==> src/rtl/imem_loader_pkg.sv <==
// Shared types and constants for the instruction-memory boot loader.
package imem_loader_pkg;
   localparam int BYTES_PER_WORD = 4;
   localparam int WORD_W         = 32;

   typedef enum logic [2:0] {LEN, DATA, CHK, DONE, ERR} state_e;
endpackage

==> src/rtl/imem_loader_word_assembler.sv <==
// Collects four little-endian bytes into a word; pulses word_vld_o on the 4th byte.
module word_assembler
   import imem_loader_pkg::*;
(
   input  logic              clk,
   input  logic              reset,
   input  logic              clr_i,
   input  logic              byte_vld_i,
   input  logic [7:0]        byte_i,
   output logic              word_vld_o,
   output logic [WORD_W-1:0] word_o
);
   logic [1:0]        cnt_q;
   logic [WORD_W-9:0] sh_q;

   // The completed word is presented combinationally alongside the final byte.
   assign word_vld_o = byte_vld_i && (cnt_q == 2'(BYTES_PER_WORD - 1));
   assign word_o     = {byte_i, sh_q};

   always_ff @(posedge clk or posedge reset) begin
      if (reset) begin
         cnt_q <= '0;
         sh_q  <= '0;
      end else if (clr_i) begin
         cnt_q <= '0;
      end else if (byte_vld_i) begin
         cnt_q <= cnt_q + 2'd1;
         sh_q  <= word_o[WORD_W-1:8];
      end
   end
endmodule

==> src/rtl/imem_loader.sv <==
// Boot-time instruction-memory writer; holds the core until the program is loaded.
// Define IMEM_LOADER_CHECKSUM_EN to require a trailing XOR checksum word.
module imem_loader
   import imem_loader_pkg::*;
#(
   parameter int          ADDR_W    = 8,
   parameter int          DEPTH     = 256,
   parameter logic [31:0] BASE_ADDR = 32'h0
) (
   input  logic              clk,
   input  logic              reset,
   input  logic [7:0]        in_byte,
   input  logic              in_valid,
   output logic              out_ready,
   output logic              out_mem_we,
   output logic [31:0]       out_mem_addr,
   output logic [31:0]       out_mem_data,
   output logic              out_core_hold,
   output logic              out_done,
   output logic              out_error,
   output logic [ADDR_W:0]   out_words_loaded
);
   state_e            state_q, state_d;
   logic              ready_q, we_q, we_d, done_q, err_q;
   logic [31:0]       addr_q, addr_d, data_q, data_d;
   logic [ADDR_W:0]   idx_q, idx_d, len_q, len_d;
   logic              hs, word_vld;
   logic [WORD_W-1:0] word;
`ifdef IMEM_LOADER_CHECKSUM_EN
   logic [WORD_W-1:0] csum_q, csum_d;
`endif

   assign hs = in_valid && ready_q;

   word_assembler u_asm (
      .clk        (clk),
      .reset      (reset),
      .clr_i      (state_d != state_q),
      .byte_vld_i (hs),
      .byte_i     (in_byte),
      .word_vld_o (word_vld),
      .word_o     (word)
   );

   always_comb begin
      state_d = state_q;
      we_d    = 1'b0;
      addr_d  = addr_q;
      data_d  = data_q;
      idx_d   = idx_q;
      len_d   = len_q;
`ifdef IMEM_LOADER_CHECKSUM_EN
      csum_d  = csum_q;
`endif
      unique case (state_q)
         LEN: if (word_vld) begin
            if (word == '0) begin
`ifdef IMEM_LOADER_CHECKSUM_EN
               state_d = CHK;
`else
               state_d = DONE;
`endif
            end else if (word > 32'(DEPTH)) begin
               state_d = ERR;
            end else begin
               len_d   = word[ADDR_W:0];
               state_d = DATA;
            end
         end
         DATA: if (word_vld) begin
            we_d   = 1'b1;
            addr_d = BASE_ADDR + (32'(idx_q) << 2);
            data_d = word;
            idx_d  = idx_q + 1'b1;
`ifdef IMEM_LOADER_CHECKSUM_EN
            csum_d = csum_q ^ word;
            if (idx_d == len_q) state_d = CHK;
`else
            if (idx_d == len_q) state_d = DONE;
`endif
         end
         CHK: begin
`ifdef IMEM_LOADER_CHECKSUM_EN
            if (word_vld) state_d = (word == csum_q) ? DONE : ERR;
`endif
         end
         default: ;
      endcase
   end

   // Done after a data write lags one cycle so the last write lands before the first fetch.
   always_ff @(posedge clk or posedge reset) begin
      if (reset) begin
         state_q <= LEN;
         ready_q <= 1'b0;
         we_q    <= 1'b0;
         addr_q  <= BASE_ADDR;
         data_q  <= '0;
         idx_q   <= '0;
         len_q   <= '0;
         done_q  <= 1'b0;
         err_q   <= 1'b0;
      end else begin
         state_q <= state_d;
         ready_q <= (state_d == LEN) || (state_d == DATA) || (state_d == CHK);
         we_q    <= we_d;
         addr_q  <= addr_d;
         data_q  <= data_d;
         idx_q   <= idx_d;
         len_q   <= len_d;
         done_q  <= (state_q == DONE) || ((state_q == CHK) && (state_d == DONE));
         err_q   <= (state_d == ERR);
      end
   end

`ifdef IMEM_LOADER_CHECKSUM_EN
   always_ff @(posedge clk or posedge reset) begin
      if (reset) csum_q <= '0;
      else       csum_q <= csum_d;
   end
`endif

   assign out_ready        = ready_q;
   assign out_mem_we       = we_q;
   assign out_mem_addr     = addr_q;
   assign out_mem_data     = data_q;
   assign out_core_hold    = ~done_q;
   assign out_done         = done_q;
   assign out_error        = err_q;
   assign out_words_loaded = idx_q;
endmodule

==> config.mk <==
export PLATFORM = sky130hd
export DESIGN_NAME = imem_loader
export DESIGN_NICKNAME = d
export VERILOG_FILES = /design/src/rtl/imem_loader_pkg.sv /design/src/rtl/imem_loader_word_assembler.sv /design/src/rtl/imem_loader.sv
export SDC_FILE = /design/constraint.sdc
export NUM_CORES = 1
export LEC_CHECK = 0
export ABC_AREA = 1
export CAP_MARGIN = 25
export CORE_MARGIN = 8
export CORE_UTILIZATION = 51
export CTS_BUF_LIST = sky130_fd_sc_hd__clkbuf_16
export DETAILED_ROUTE_END_ITERATION = 8
export PLACE_DENSITY = 0.81
export SETUP_SLACK_MARGIN = 0.2
export SYNTH_ARGS = -nofsm -noshare
export SYNTH_HDL_FRONTEND = slang
export SYNTH_HIERARCHICAL = 1
export SYNTH_SLANG_ARGS = --single-unit
==> constraint.sdc <==
create_clock -name clk -period 2.9 [get_ports clk]
set_input_delay 0.58 -clock clk [delete_from_list [all_inputs] [get_ports clk]]
set_output_delay 0.58 -clock clk [all_outputs]
set_load 0.03 [all_outputs]
== Word level (Yosys, flattened, before mapping) ==
Cells that the tools add are included.

* Bits in registers: 92
* Bits in latches: 0
* RAM bits: 0
* ROM bits: 0
* Input bits: 11
* Output and inout bits: 78
* Logic and storage cells: 51
* Memories: 0

* Add/subtract/negate cells: 2
* $mul: 0
* Divide/modulo/power cells: 0
* Magnitude comparators: 1
* Eq/ne operators: 10
* Shifts and indexed selects: 0
* Muxes and demuxes: 10
* Bitwise logic cells: 4
* Reduce and logical (&&, ||, !) cells: 13

{| class="wikitable"
|+ Operator list
! operator !! count
|-
| greater-than comparator 32 x 9 -> 1 bit (second input constant) || 1
|-
| logical NOT 32 bit || 1
|-
| two-way mux 3 bit || 5
|-
| equality test 3 x 2 -> 1 bit (second input constant) || 4
|-
| adder 9 x 1 -> 9 bit (second input constant) || 1
|-
| equality test 9 bit || 1
|-
| equality test 3 x 1 -> 1 bit (second input constant) || 2
|-
| logical NOT 3 bit || 2
|-
| one-hot mux 3 bit (2 select lines) || 1
|-
| two-way mux 2 bit || 2
|-
| NOT 1 bit || 4
|-
| AND reduction 2 bit || 2
|-
| AND reduction 4 bit || 1
|-
| equality test 3 bit (second input constant) || 1
|-
| logical AND 1 bit || 3
|-
| logical OR 1 bit || 3
|-
| inequality test 3 bit || 1
|-
| adder 2 x 1 -> 2 bit (second input constant) || 1
|-
| equality test 2 bit (second input constant) || 1
|-
| two-way mux 1 bit || 2
|-
| nonzero test 2 bit || 1
|}

== Depth between registers and ports, before layout ==
Gate-level depths: netlist (run 1).

* Depth after elaboration: 8
* Depth in mapped cells: 19

== Hierarchy ==
The synthesis (run 1) kept the hierarchy.

{| class="wikitable"
|+ By module, submodules not included
! module !! instances !! cells an instance !! area an instance (sq um) !! seq. area each (sq um)
|-
| imem_loader || 1 || 390 || 3228.1 || 1651.6
|-
| word_assembler || 1 || 127 || 1132.3 || 650.6
|}

== Least setup slack after synthesis (run 1) ==
OpenSTA, ideal clock, no wires.

* Kind: input to register
* Start: input in_valid
* End: register u_asm.sh_q[11]
* Library setup time: 0.065 ns
* Arrival: 2.261 ns
* Data required time: 2.835 ns
* Slack: 0.574 ns
* Stages: 19
* Path through: nand2_1 inv_1 buf_4 buf_6 nand2_1 inv_1 inv_1 nor2_2 nand2_1 nor2_1 nand2_1 nor2_1 nand2_1 nand3_1 inv_2 nand2_2 buf_4 nand2_1 nand2_1

* Word-level cells in the longest chain between the ends: 7
* Elaborated cells between the ends (all ways): 8

{| class="wikitable"
|+ Ends and longest elaborated chain
! what !! line !! text
|-
| start: declaration || imem_loader.sv:13 || <nowiki>input logic in_valid,</nowiki>
|-
| logical AND 1 bit * || imem_loader.sv:33 || <nowiki>assign hs = in_valid && ready_q;</nowiki>
|-
| named net hs || imem_loader.sv:27 || <nowiki>logic hs, word_vld;</nowiki>
|-
| logical AND 1 bit * || imem_loader_word_assembler.sv:17 || <nowiki>assign word_vld_o = byte_vld_i && (cnt_q == 2'(BYTES_PER_WORD - 1));</nowiki>
|-
| named net word_vld || imem_loader.sv:27 ||
|-
| two-way mux 3 bit, on equally long branches || imem_loader.sv:70, imem_loader.sv:56 ||
|-
| one-hot mux 3 bit (2 select lines) * || imem_loader.sv:55 || <nowiki>unique case (state_q)</nowiki>
|-
| inequality test 3 bit * || imem_loader.sv:38 || <nowiki>.clr_i (state_d != state_q),</nowiki>
|-
| NOT 1 bit (no line) * || - ||
|-
| AND reduction 2 bit (no line) * || - ||
|-
| end signal: assignment || imem_loader_word_assembler.sv:28 || <nowiki>sh_q <= word_o[WORD_W-1:8];</nowiki>
|-
| end: declaration || imem_loader_word_assembler.sv:14 || <nowiki>logic [WORD_W-9:0] sh_q;</nowiki>
|}

Mark *: on every way through the listed nets, which the timed path passes. The rest lies on a longest branch.
A chain may end at the register's enable or synchronous reset.

== Worst setup path in the final report (run 1) ==
* Start: register idx_q[0] (netlist: out_words_loaded[0])
* End: register u_asm.sh_q[6]

* Word-level cells in the longest chain between the ends: 8

{| class="wikitable"
|+ Ends and longest elaborated chain
! what !! line !! text
|-
| start: declaration || imem_loader.sv:26 || <nowiki>logic [ADDR_W:0] idx_q, idx_d, len_q, len_d;</nowiki>
|-
| start signal: assignment || imem_loader.sv:109 || <nowiki>idx_q <= idx_d;</nowiki>
|-
| adder 9 x 1 -> 9 bit || imem_loader.sv:74 || <nowiki>idx_d = idx_q + 1'b1;</nowiki>
|-
| equality test 9 bit || imem_loader.sv:79 || <nowiki>if (idx_d == len_q) state_d = DONE;</nowiki>
|-
| two-way mux 3 bit || imem_loader.sv:79 ||
|-
| two-way mux 3 bit || imem_loader.sv:70 || <nowiki>DATA: if (word_vld) begin</nowiki>
|-
| one-hot mux 3 bit (2 select lines) || imem_loader.sv:55 ||
|-
| inequality test 3 bit || imem_loader.sv:38 ||
|-
| NOT 1 bit (no line) || - ||
|-
| AND reduction 2 bit (no line) || - ||
|}

Every way passes these cells.

==> results of run 1 <==
## routing by layer
layer	vias up	GRT usage (%)	part of all wire (%)
li1	1691	-	-
met1	1697	22.18	41
met2	116	30.17	50
met3	17	3.450	7.2
met4	0	7.918	1.9
met5	-	0	0
## timing repair
item	4_1_cts	5_1_grt
hold buffers	0	0
setup endpoints to repair	0	8
endpoints found under the hold margin	0	0
resized for setup	0	1
## path summary, 6_finish.rpt
path | to | depth (start not counted) | slack (ns) | start
min in group asynchronous | u_asm/sh_q[16] | 3 | 0.65 | reset
worst max-delay path | u_asm/sh_q[6] | 13 | 0.46 | out_words_loaded[0]
worst max register to register | u_asm/sh_q[6] | 13 | 0.46 | out_words_loaded[0]
max in group asynchronous | out_words_loaded[4] | 3 | 1.59 | reset
worst min register to register | out_mem_addr[3] | 2 | 0.47 | out_mem_addr[3]
worst min-delay path | out_mem_addr[3] | 2 | 0.47 | out_mem_addr[3]
## synthesized netlist by cell type (all sizes together)
cell type	count
ha	2
conb	1
inv	59
dfrtp	92
a21oi	1
clkbuf	5
nand3b	3
or2	1
xor2	2
nand2	165
buf	46
nor3	2
clkinv	1
nand4	11
nand3	51
nor2	18
o21ai	57
## power groups by stage
stage               Combinational [mW]  Clock, mW  Sequential, mW
finish                          0.0890       1.31            1.28
global route                    0.0988       1.37            1.28
CTS                             0.0896       1.33            1.28
detailed placement              0.0895          0            1.31
global placement                0.0883          0            1.31
floorplan                       0.0926          0            1.31
## flip-flops by register name (all words and copies together), names as in the netlist, 2 cells and up
name,count
out_mem_data,32
out_mem_addr,9
state_q,3
len_q,9
out_words_loaded,9
u_asm/sh_q,24
u_asm/cnt_q,2
## worst register-to-register path, stage by stage, from the launching register on
cell and delay (ns):
dfrtp_1 0.51, ha_1 0.34, nand2_1 0.15, o21ai_1 0.22, nand2_1 0.10, nand2_1 0.07
nand3_1 0.07, nor2_1 0.17, nand2_1 0.11, nand3_1 0.12, inv_2 0.08, buf_4 0.21
nand3_1 0.11, nand2_1 0.07
## metrics by stage
stage               instances  cell area, µm²  hold WS (ns)  worst slack [ns]  util, %
floorplan                 539            4443        0.4334            0.5736        -
CTS                       680            5271        0.4752            0.4236    63.83
finish                    680            5276        0.4682            0.4584    63.89
detailed placement        664            4940        0.4599            0.2169    59.82
global route              680            5276        0.4915            0.2566    63.89
global placement          663            4920        0.4566            0.3102    59.58
## kinds of logic after synthesis
logic type / count (synthesis)
and+or+nand+nor: 251
AOI/OAI and AO/OA: 58
DFF: 92
adders and majority gates: 2
xor gates and xnor gates: 2
other: 1
buffers and inverters: 111
## area by class of cell
cell class	instances	area (µm²)
Multi-Input combinational cell	336	1564
Fill cell	686	2982
Sequential cell	92	2302
Timing Repair Buffer	71	720.7
Clock inverter	7	106.4
Clock buffer	9	225.2
Tap cell	105	131.4
Inverter	60	226.5
==> run metrics, run 1 <==
n_diodes=0; yosys synthesis warning count=6; xor/xnor share of the synthesized area=less than 1%; Buf+Inv Stages, Crit Path=2; period utilization=84.19%; Clock Sinks=92; Min-Delay Path Class=flop to flop; RSZ-0062 raised after global routing=false; critical path startpoint category=flop; die area=~12,000 µm²; total CTS buffers=9; first-pass GRT wire length=roughly 17,000 µm; num rows=33; share of the synthesized area in the top cell type=a little over half; clock skew=~0.0055 ns; most common cell after layout, fill and taps aside=nand2_1; Crit path required time=between 3 and 4 ns; Worst Max-Slew Pin Slew=roughly 0.64 ns; vias per cell=5.178; worst vdd ir=0.0003906 V; run status=finished clean; # IOs=just under 90; WL final=10,090 µm; post-synthesis cell count=a little over 500; drt wl/cell=about 15 µm; number of antenna violations at the first check in global routing=0; Area growth syn-to-layout=21.00%; routed via count=~3,500; detailed router's first-iteration violation count=between 300 and 400; CP Cell Sequence=ha_1, nand2_1, o21ai_1, nand2_1, nand2_1, nand3_1, nor2_1, nand2_1, nand3_1, inv_2, buf_4, nand3_1, nand2_1; Seq pwr share=47.8%; CP dominant cell by count=nand2_1; vias in the first global route=3,472; WS Path Type=flop to flop; Tmin final=between 2 and 2.5 ns; post-synthesis mux area share=0%; CP Capture Type=flop; Remaining Overflow, GRT=0; Cell Pwr Density=508.7 nW/µm²; Synth Area in Compound Gates=approximately 7.5%; Mapped Area=roughly 4400 µm²; Final ANT Viol Nets=0; max_cap viols=0; Critical Path Fanout Max=23; most frequent cells in the layout=nand2_1, dfrtp_1, clkdlybuf4s50_1, inv_1, nand3_1; largest cells by area after synthesis=dfrtp_1, nand2_1, buf_4; adder-cell share of the synthesized area=less than 1%; Rel. slew slack=between 50 and 60%; Distinct cells, synth=27; setup bufs post-CTS=0; Lkg Pwr=between 2 and 3 nW; clock slew at reported path FFs=roughly 0.060 ns; Highest Clock Rate=just over 400 MHz; aggregate global-route resource usage=18.01%; post-DP HPWL=roughly 7200 µm; RD Place Congestion=about 0.82; Setup-failing EPs final=0; Detailed Routing Iterations Pass 1=4; register area share after synthesis=52.80%; post-synth top area cell=dfrtp_1; # DRC=0; layout cells sized above 1=under 10%; CTS root buffer=clkbuf_16; Final Slew Violations=0; Clock Power Share=48.9%; simple-gate area share of the yosys netlist=25.28%; Synth Register Bits=approximately 90; Sw Ratio=around 21%; Slowest-stage cell, CP=dfrtp_1; Nets=583; Power, Total=between 2 and 3 mW; Comb power frac=~3.3%; Crit path max-delay family=simple AND/OR/NAND/NOR gates; H-tree levels=3; clk_lat worst skew=~0.34 ns; Core Footprint=between 8000 and 9000 µm²; clk buf depth=2; CTS tree=done; Die X=108.5 µm; die height=approximately 110 µm; Final Hold Fails=0; Initial Utilization=52.80%; I/O Buffers=65; Psw=approximately 0.55 mW; maximum number of pins on one net before global-route repair=45; Fin Setup TNS=0 ns; WP data arrival=between 2 and 3 ns; Syn Area/Cell=8.434 µm²; Int Power=about 2.1 mW; largest family of logic cells by synthesized area=simple AND/OR/NAND/NOR gates; CP peak stage delay=0.51 ns
Power figures use the tool's default switching activity.
==> inputs of run 2 (changes only) <==
==> constraint.sdc (replaced) <==
create_clock -name clk -period 2.5 [get_ports clk]
set_input_delay 0.5 -clock clk [delete_from_list [all_inputs] [get_ports clk]]
set_output_delay 0.5 -clock clk [all_outputs]
set_load 0.03 [all_outputs]
==> run 2 against run 1 <==
Clock skew is 0.0015 ns higher. Clock-buffer cell count stayed put. Utilization is 0.56 points higher. Design area is 0.88% higher. Non-clock buffer count is 3 higher. Clock power is 5% higher. Final cell count is 0.15% higher. Critical path type is now flop to output pin.
==> run metrics, run 2 (synthesized netlist as in run 1, its figures left out) <==
run status=finished clean; max_cap viols=0 (unchanged); Final Util=64.45% (+0.56 points); # IOs=89 (unchanged); routed via count=3,448 (-2.1%); Clock Power Share=46.5% (-2.4 points); CTS root buffer=clkbuf_16; Seq pwr share=50.1% (+2.3 points); num rows=33 (unchanged); CP Capture Type=output pin; Initial Utilization=52.80% (unchanged); WP data arrival=1.60 ns (-1.06 ns); total CTS buffers=9 (unchanged); Comb power frac=3.5% (+0.2 points); CTS tree=done; Area growth syn-to-layout=22.07%; vias per cell=5.063 (-2.2%); post-DP HPWL=6898 µm (-3.9%); Cell Pwr Density=558.9 nW/µm² (+9.9%); layout cells sized above 1=9.028% (+0.68 points); Highest Clock Rate=476.3 MHz; clk buf depth=2 (unchanged); CP Cell Sequence=clkdlybuf4s50_1; Final Slew Violations=0 (unchanged); aggregate global-route resource usage=16.84% (-1.2 points); Tmin final=between 2 and 2.5 ns; Placed Cells=666 (+0.30%); die area=11,760 µm² (unchanged); WL final=9772 µm (-3.2%); Power, Total=2.975 mW (+11%); H-tree levels=3 (unchanged); vias in the first global route=3,432 (-1.2%); Crit path required time=2.00 ns (-1.12 ns); WHS=0.4818 ns (+0.01356 ns); worst vdd ir=0.0003990 V (+2.1%); DP Area=4980 µm² (+0.81%); most common cell after layout, fill and taps aside=nand2_1; Slowest-stage cell, CP=clkdlybuf4s50_1; Core Footprint=8258 µm² (unchanged); first-pass GRT wire length=15,920 µm (-5.5%); number of antenna violations at the first check in global routing=0 (unchanged); final instance count without filler cells=681 (+0.15%); clock slew at reported path FFs=0.06 ns (about the same); RD Place Congestion=0.8115 (-1.0%); die height=108.5 µm (unchanged); n_diodes=0 (unchanged); RSZ-0062 raised after global routing=false; Fin Setup TNS=0 ns (unchanged); setup ws final=0.4003 ns (-0.05810 ns); CP peak stage delay=0.74 ns (+0.23 ns); Buf+Inv Stages, Crit Path=1 (-1); maximum number of pins on one net before global-route repair=87 (+93%); critical path startpoint category=flop; Setup-failing EPs final=0 (unchanged); Final Hold Fails=0 (unchanged); setup bufs post-CTS=0 (unchanged); hold_buf cts=0 (unchanged); Sw Ratio=20.58% (about the same); Int Power=2.363 mW (+11%); r2r setup slk=0.40 ns (-0.06 ns); Final ANT Viol Nets=0 (unchanged); period utilization=roughly 84%; most frequent cells in the layout=nand2_1, dfrtp_1, clkdlybuf4s50_1, inv_1, nand3_1; Finished Cell Area=5323 µm² (+0.88%); Lkg Pwr=2.591 nW (+0.67%); I/O Buffers=65 (unchanged); max reg flops=32 (unchanged); Nets=586 (+0.51%); # DRC=0 (unchanged); clock skew=0.006965 ns (+0.001490 ns); Crit path max-delay family=buffers and inverters; Detailed Routing Iterations Pass 1=5 (+1); Min-Delay Path Class=flop to flop; pre-CTS setup slack=0.1035 ns (-0.1135 ns); WS Path Type=flop to output pin; drt wl/cell=14.35 µm (-3.3%); Psw=0.6120 mW (+11%); Die X=108.5 µm (unchanged); Remaining Overflow, GRT=0 (unchanged); Critical Path Fanout Max=11 (-52%); detailed router's first-iteration violation count=242 (-20%); clk_lat worst skew=0.33 ns (about the same); Clock Sinks=92 (unchanged)
[run 2: cell types whose count changed in the layout (fill, tap and decap cells not counted), sizes merged]
cell	delta
buf	+2
clkinv	-2
inv	+1
clkbuf	+1
bufinv	-1
[run 2: area by class of cell]
class	instances	area, µm²
multi-input combinational	336	1579
tap	105	131.4
clock inverter	5	71.32
fill	682	2935
timing repair buffer	74	785.8
sequential	92	2303
clock buffer	9	225.2
inverter	60	226.5
[run 2: power groups by stage]
stage / Sequential, mW / Clock (mW) / Combinational, mW
final: 1.49 / 1.38 / 0.103
after global routing: 1.49 / 1.47 / 0.114
after CTS: 1.49 / 1.41 / 0.104
after detailed placement: 1.52 / 0 / 0.104
after global placement: 1.52 / 0 / 0.103
after floorplan: 1.52 / 0 / 0.107
[run 2: tightest hold or removal path, delay by kind of cell, from the launching register on]
| kind | cells | cell delay [ns] |
|---|---|---|
| AOI/OAI and AO/OA | 1 | 0.06 |
| DFF | 1 | 0.34 |
| and+or+nand+nor | 1 | 0.05 |
[run 2: worst paths after layout]
path	from	to	depth (start not counted)
max	out_words_loaded[2]	out_words_loaded[2]	1
min	out_mem_addr[9]	out_mem_addr[9]	2
max reg2reg	out_words_loaded[2]	u_asm/sh_q[1]	14
min reg2reg	out_mem_addr[9]	out_mem_addr[9]	2
max in group asynchronous	reset	out_words_loaded[1]	3
min in group asynchronous	reset	out_ready	3
[run 2: timing repair]
item / CTS / global route
endpoints found under the setup margin: 0 / 26
hold endpoints to repair: 0 / 0
resized for setup: 0 / 5
[run 2: per-layer routing]
layer	track usage (%)	up-vias	part of all wire, %
li1	-	1688	-
met1	21.48	1640	43
met2	27.42	105	50
met3	2.558	15	5.9
met4	8.309	0	1.8
met5	0	-	0
==> inputs of run 3 (changes only) <==
==> constraint.sdc (replaced) <==
create_clock -name clk -period 2 [get_ports clk]
set_input_delay 0.4 -clock clk [delete_from_list [all_inputs] [get_ports clk]]
set_output_delay 0.4 -clock clk [all_outputs]
set_load 0.03 [all_outputs]
==> run 3 against run 2 <==
The run now ends with setup timing left. Global-route usage rose by 1.5 points. Hold slack worse by 0.12 ns. Wire length grew 20%. Sequential share of layout area shrank 3.4 points. Power grew 25%. Critical path depth rose by 13. Final cell count increased by 4.7%. Clock skew about the same. Utilization up 5.6 points. Die area is the same. Via count increased by 12%. Register-to-register slack worse by 0.44 ns.
==> run metrics, run 3 (synthesized netlist as in run 1, its figures left out) <==
Tmin final=between 2 and 2.5 ns; clock slew at reported path FFs=0.07 ns (about the same); # IOs=89 (unchanged); drt wl/cell=16.42 µm (+14%); Core Footprint=8258 µm² (unchanged); run status=finished with violations; aggregate global-route resource usage=18.37% (+1.5 points); Final Hold Fails=0 (unchanged); WS Path Type=flop to flop; Final ANT Viol Nets=0 (unchanged); die area=11,760 µm² (unchanged); detailed router's first-iteration violation count=356 (+47%); max_cap viols=0 (unchanged); post-DP HPWL=7309 µm (+6.0%); clock skew=0.007070 ns (+0.0001052 ns); failing checks=setup timing; clk buf depth=2 (unchanged); number of antenna violations at the first check in global routing=0 (unchanged); Buf+Inv Stages, Crit Path=4 (+3); Final Slew Violations=0 (unchanged); die height=108.5 µm (unchanged); setup ws final=-0.04431 ns (-0.4446 ns); Finished Cell Area=5788 µm² (+8.7%); Die X=108.5 µm (unchanged); CP Cell Sequence=buf_6, buf_4, nand4_1, nand3_1, nand2_1, nor2_1, nand2_1, nor2_2, nand2_2, nand3_4, inv_8, clkbuf_16, nand3_1, nand2_1; Slowest-stage cell, CP=dfrtp_2; clk_lat worst skew=0.33 ns (about the same); n_diodes=0 (unchanged); WP data arrival=2.26 ns (+0.66 ns); CP Capture Type=flop; Cell Pwr Density=641.6 nW/µm² (+15%); Detailed Routing Iterations Pass 1=6 (+1); Crit path required time=2.22 ns (+0.22 ns); most frequent cells in the layout=nand2_1, dfrtp_1, inv_1, clkdlybuf4s50_1, nand3_1; RD Place Congestion=0.8376 (+3.2%); RSZ-0062 raised after global routing=true; CP peak stage delay=0.49 ns (-0.25 ns); Clock Sinks=92 (unchanged); vias per cell=5.421 (+7.1%); Initial Utilization=52.80% (unchanged); critical path startpoint category=flop; Remaining Overflow, GRT=0 (unchanged); maximum number of pins on one net before global-route repair=71 (-18%); H-tree levels=3 (unchanged); most common cell after layout, fill and taps aside=nand2_1; period utilization=102.2%; Critical Path Fanout Max=8 (-3); Highest Clock Rate=a little under 500 MHz; max reg flops=32 (unchanged); num rows=33 (unchanged); total CTS buffers=9 (unchanged); # DRC=0 (unchanged); CTS tree=done; Nets=616 (+5.1%); vias in the first global route=3,623 (+5.6%); layout cells sized above 1=21.22% (+12 points); r2r setup slk=-0.04 ns (-0.44 ns); Min-Delay Path Class=primary input to flop; Crit path max-delay family=simple AND/OR/NAND/NOR gates; CTS root buffer=clkbuf_16; CP dominant cell by count=nand2_1; Setup-failing EPs final=13 (+13); routed via count=3,865 (+12%); I/O Buffers=65 (unchanged); Lkg Pwr=2.987 nW (+15%); Fin Setup TNS=-0.1991 ns (-0.1991 ns); WL final=11,710 µm (+20%); DP Area=5142 µm² (+3.3%); first-pass GRT wire length=17,530 µm (+10%); Area growth syn-to-layout=32.74%; worst vdd ir=0.0003659 V (-8.3%)
==> run 3: changes by cell type in the layout (fill, tap and decap cells not counted), sizes merged, moves of 2 or more <==
cell / before / now
clkinv: 2 / 5
dlymetal6s2s: 0 / 11
buf: 8 / 35
dlygate4sd2: 0 / 11
clkdlybuf4s50: 65 / 42
clkbuf: 10 / 12
==> run 3: routing by layer <==
metal  vias up  GRT usage, %  share of wire, %
li1       1760             -                 -
met1      1888         22.95                39
met2       189         30.47                51
met3        28         3.450               7.2
met4         0         7.918               2.7
met5         -             0                 0
==> run 3: what timing repair did <==
item,CTS,global route
buffers inserted,3,6
hold buffers,0,0
pin swaps,3,14
setup endpoints to repair,44,49
resized for setup,31,48
gates cloned,2,2
==> run 3: power breakdown <==
group | switching, mW | internal [mW]
Sequential | 0 | 1.86
Clock | 0.731 | 0.978
Combinational | 0.110 | 0.0355
Total | 0.841 | 2.87
==> run 3: final cells by class <==
| class | instances | area, µm² |
|---|---|---|
| fill | 561 | 2470 |
| sequential | 92 | 2311 |
| multi-input combinational | 338 | 1768 |
| timing repair buffer | 102 | 1037 |
| inverter | 60 | 240.2 |
| clock buffer | 9 | 225.2 |
| tap | 105 | 131.4 |
| clock inverter | 7 | 75.07 |
==> run 3: tightest hold or removal path, stage by stage <==
cell and delay (ns):
dlymetal6s2s_1 0.12, nand3_1 0.08, nand2_1 0.06
==> run 3: metrics by stage <==
stage	hold WS [ns]	util [%]	std cells	power [mW]	setup slack [ns]
final	0.3658	70.09	713	3.714	-0.04431
after global routing	0.4089	70.09	713	3.818	-0.1287
after CTS	0.4743	67.27	705	3.735	0.06633
after detailed placement	0.4585	62.27	684	2.039	-0.2936
after global placement	0.4548	62.27	684	2.037	-0.2105
after floorplan	0.4334	-	539	2.030	0.01210
==> run 3: worst paths after layout <==
| kind | cells past startpoint | start | end |
|---|---|---|---|
| hold reg to reg | 2 | out_mem_addr[3] | out_mem_addr[3] |
| hold / removal | 3 | in_byte[5] | u_asm/sh_q[21] |
| setup reg to reg | 14 | out_words_loaded[2] | u_asm/sh_q[11] |
| setup / recovery | 14 | out_words_loaded[2] | u_asm/sh_q[11] |
| max in group asynchronous | 3 | reset | u_asm/sh_q[14] |
| min in group asynchronous | 3 | reset | out_mem_data[26] |
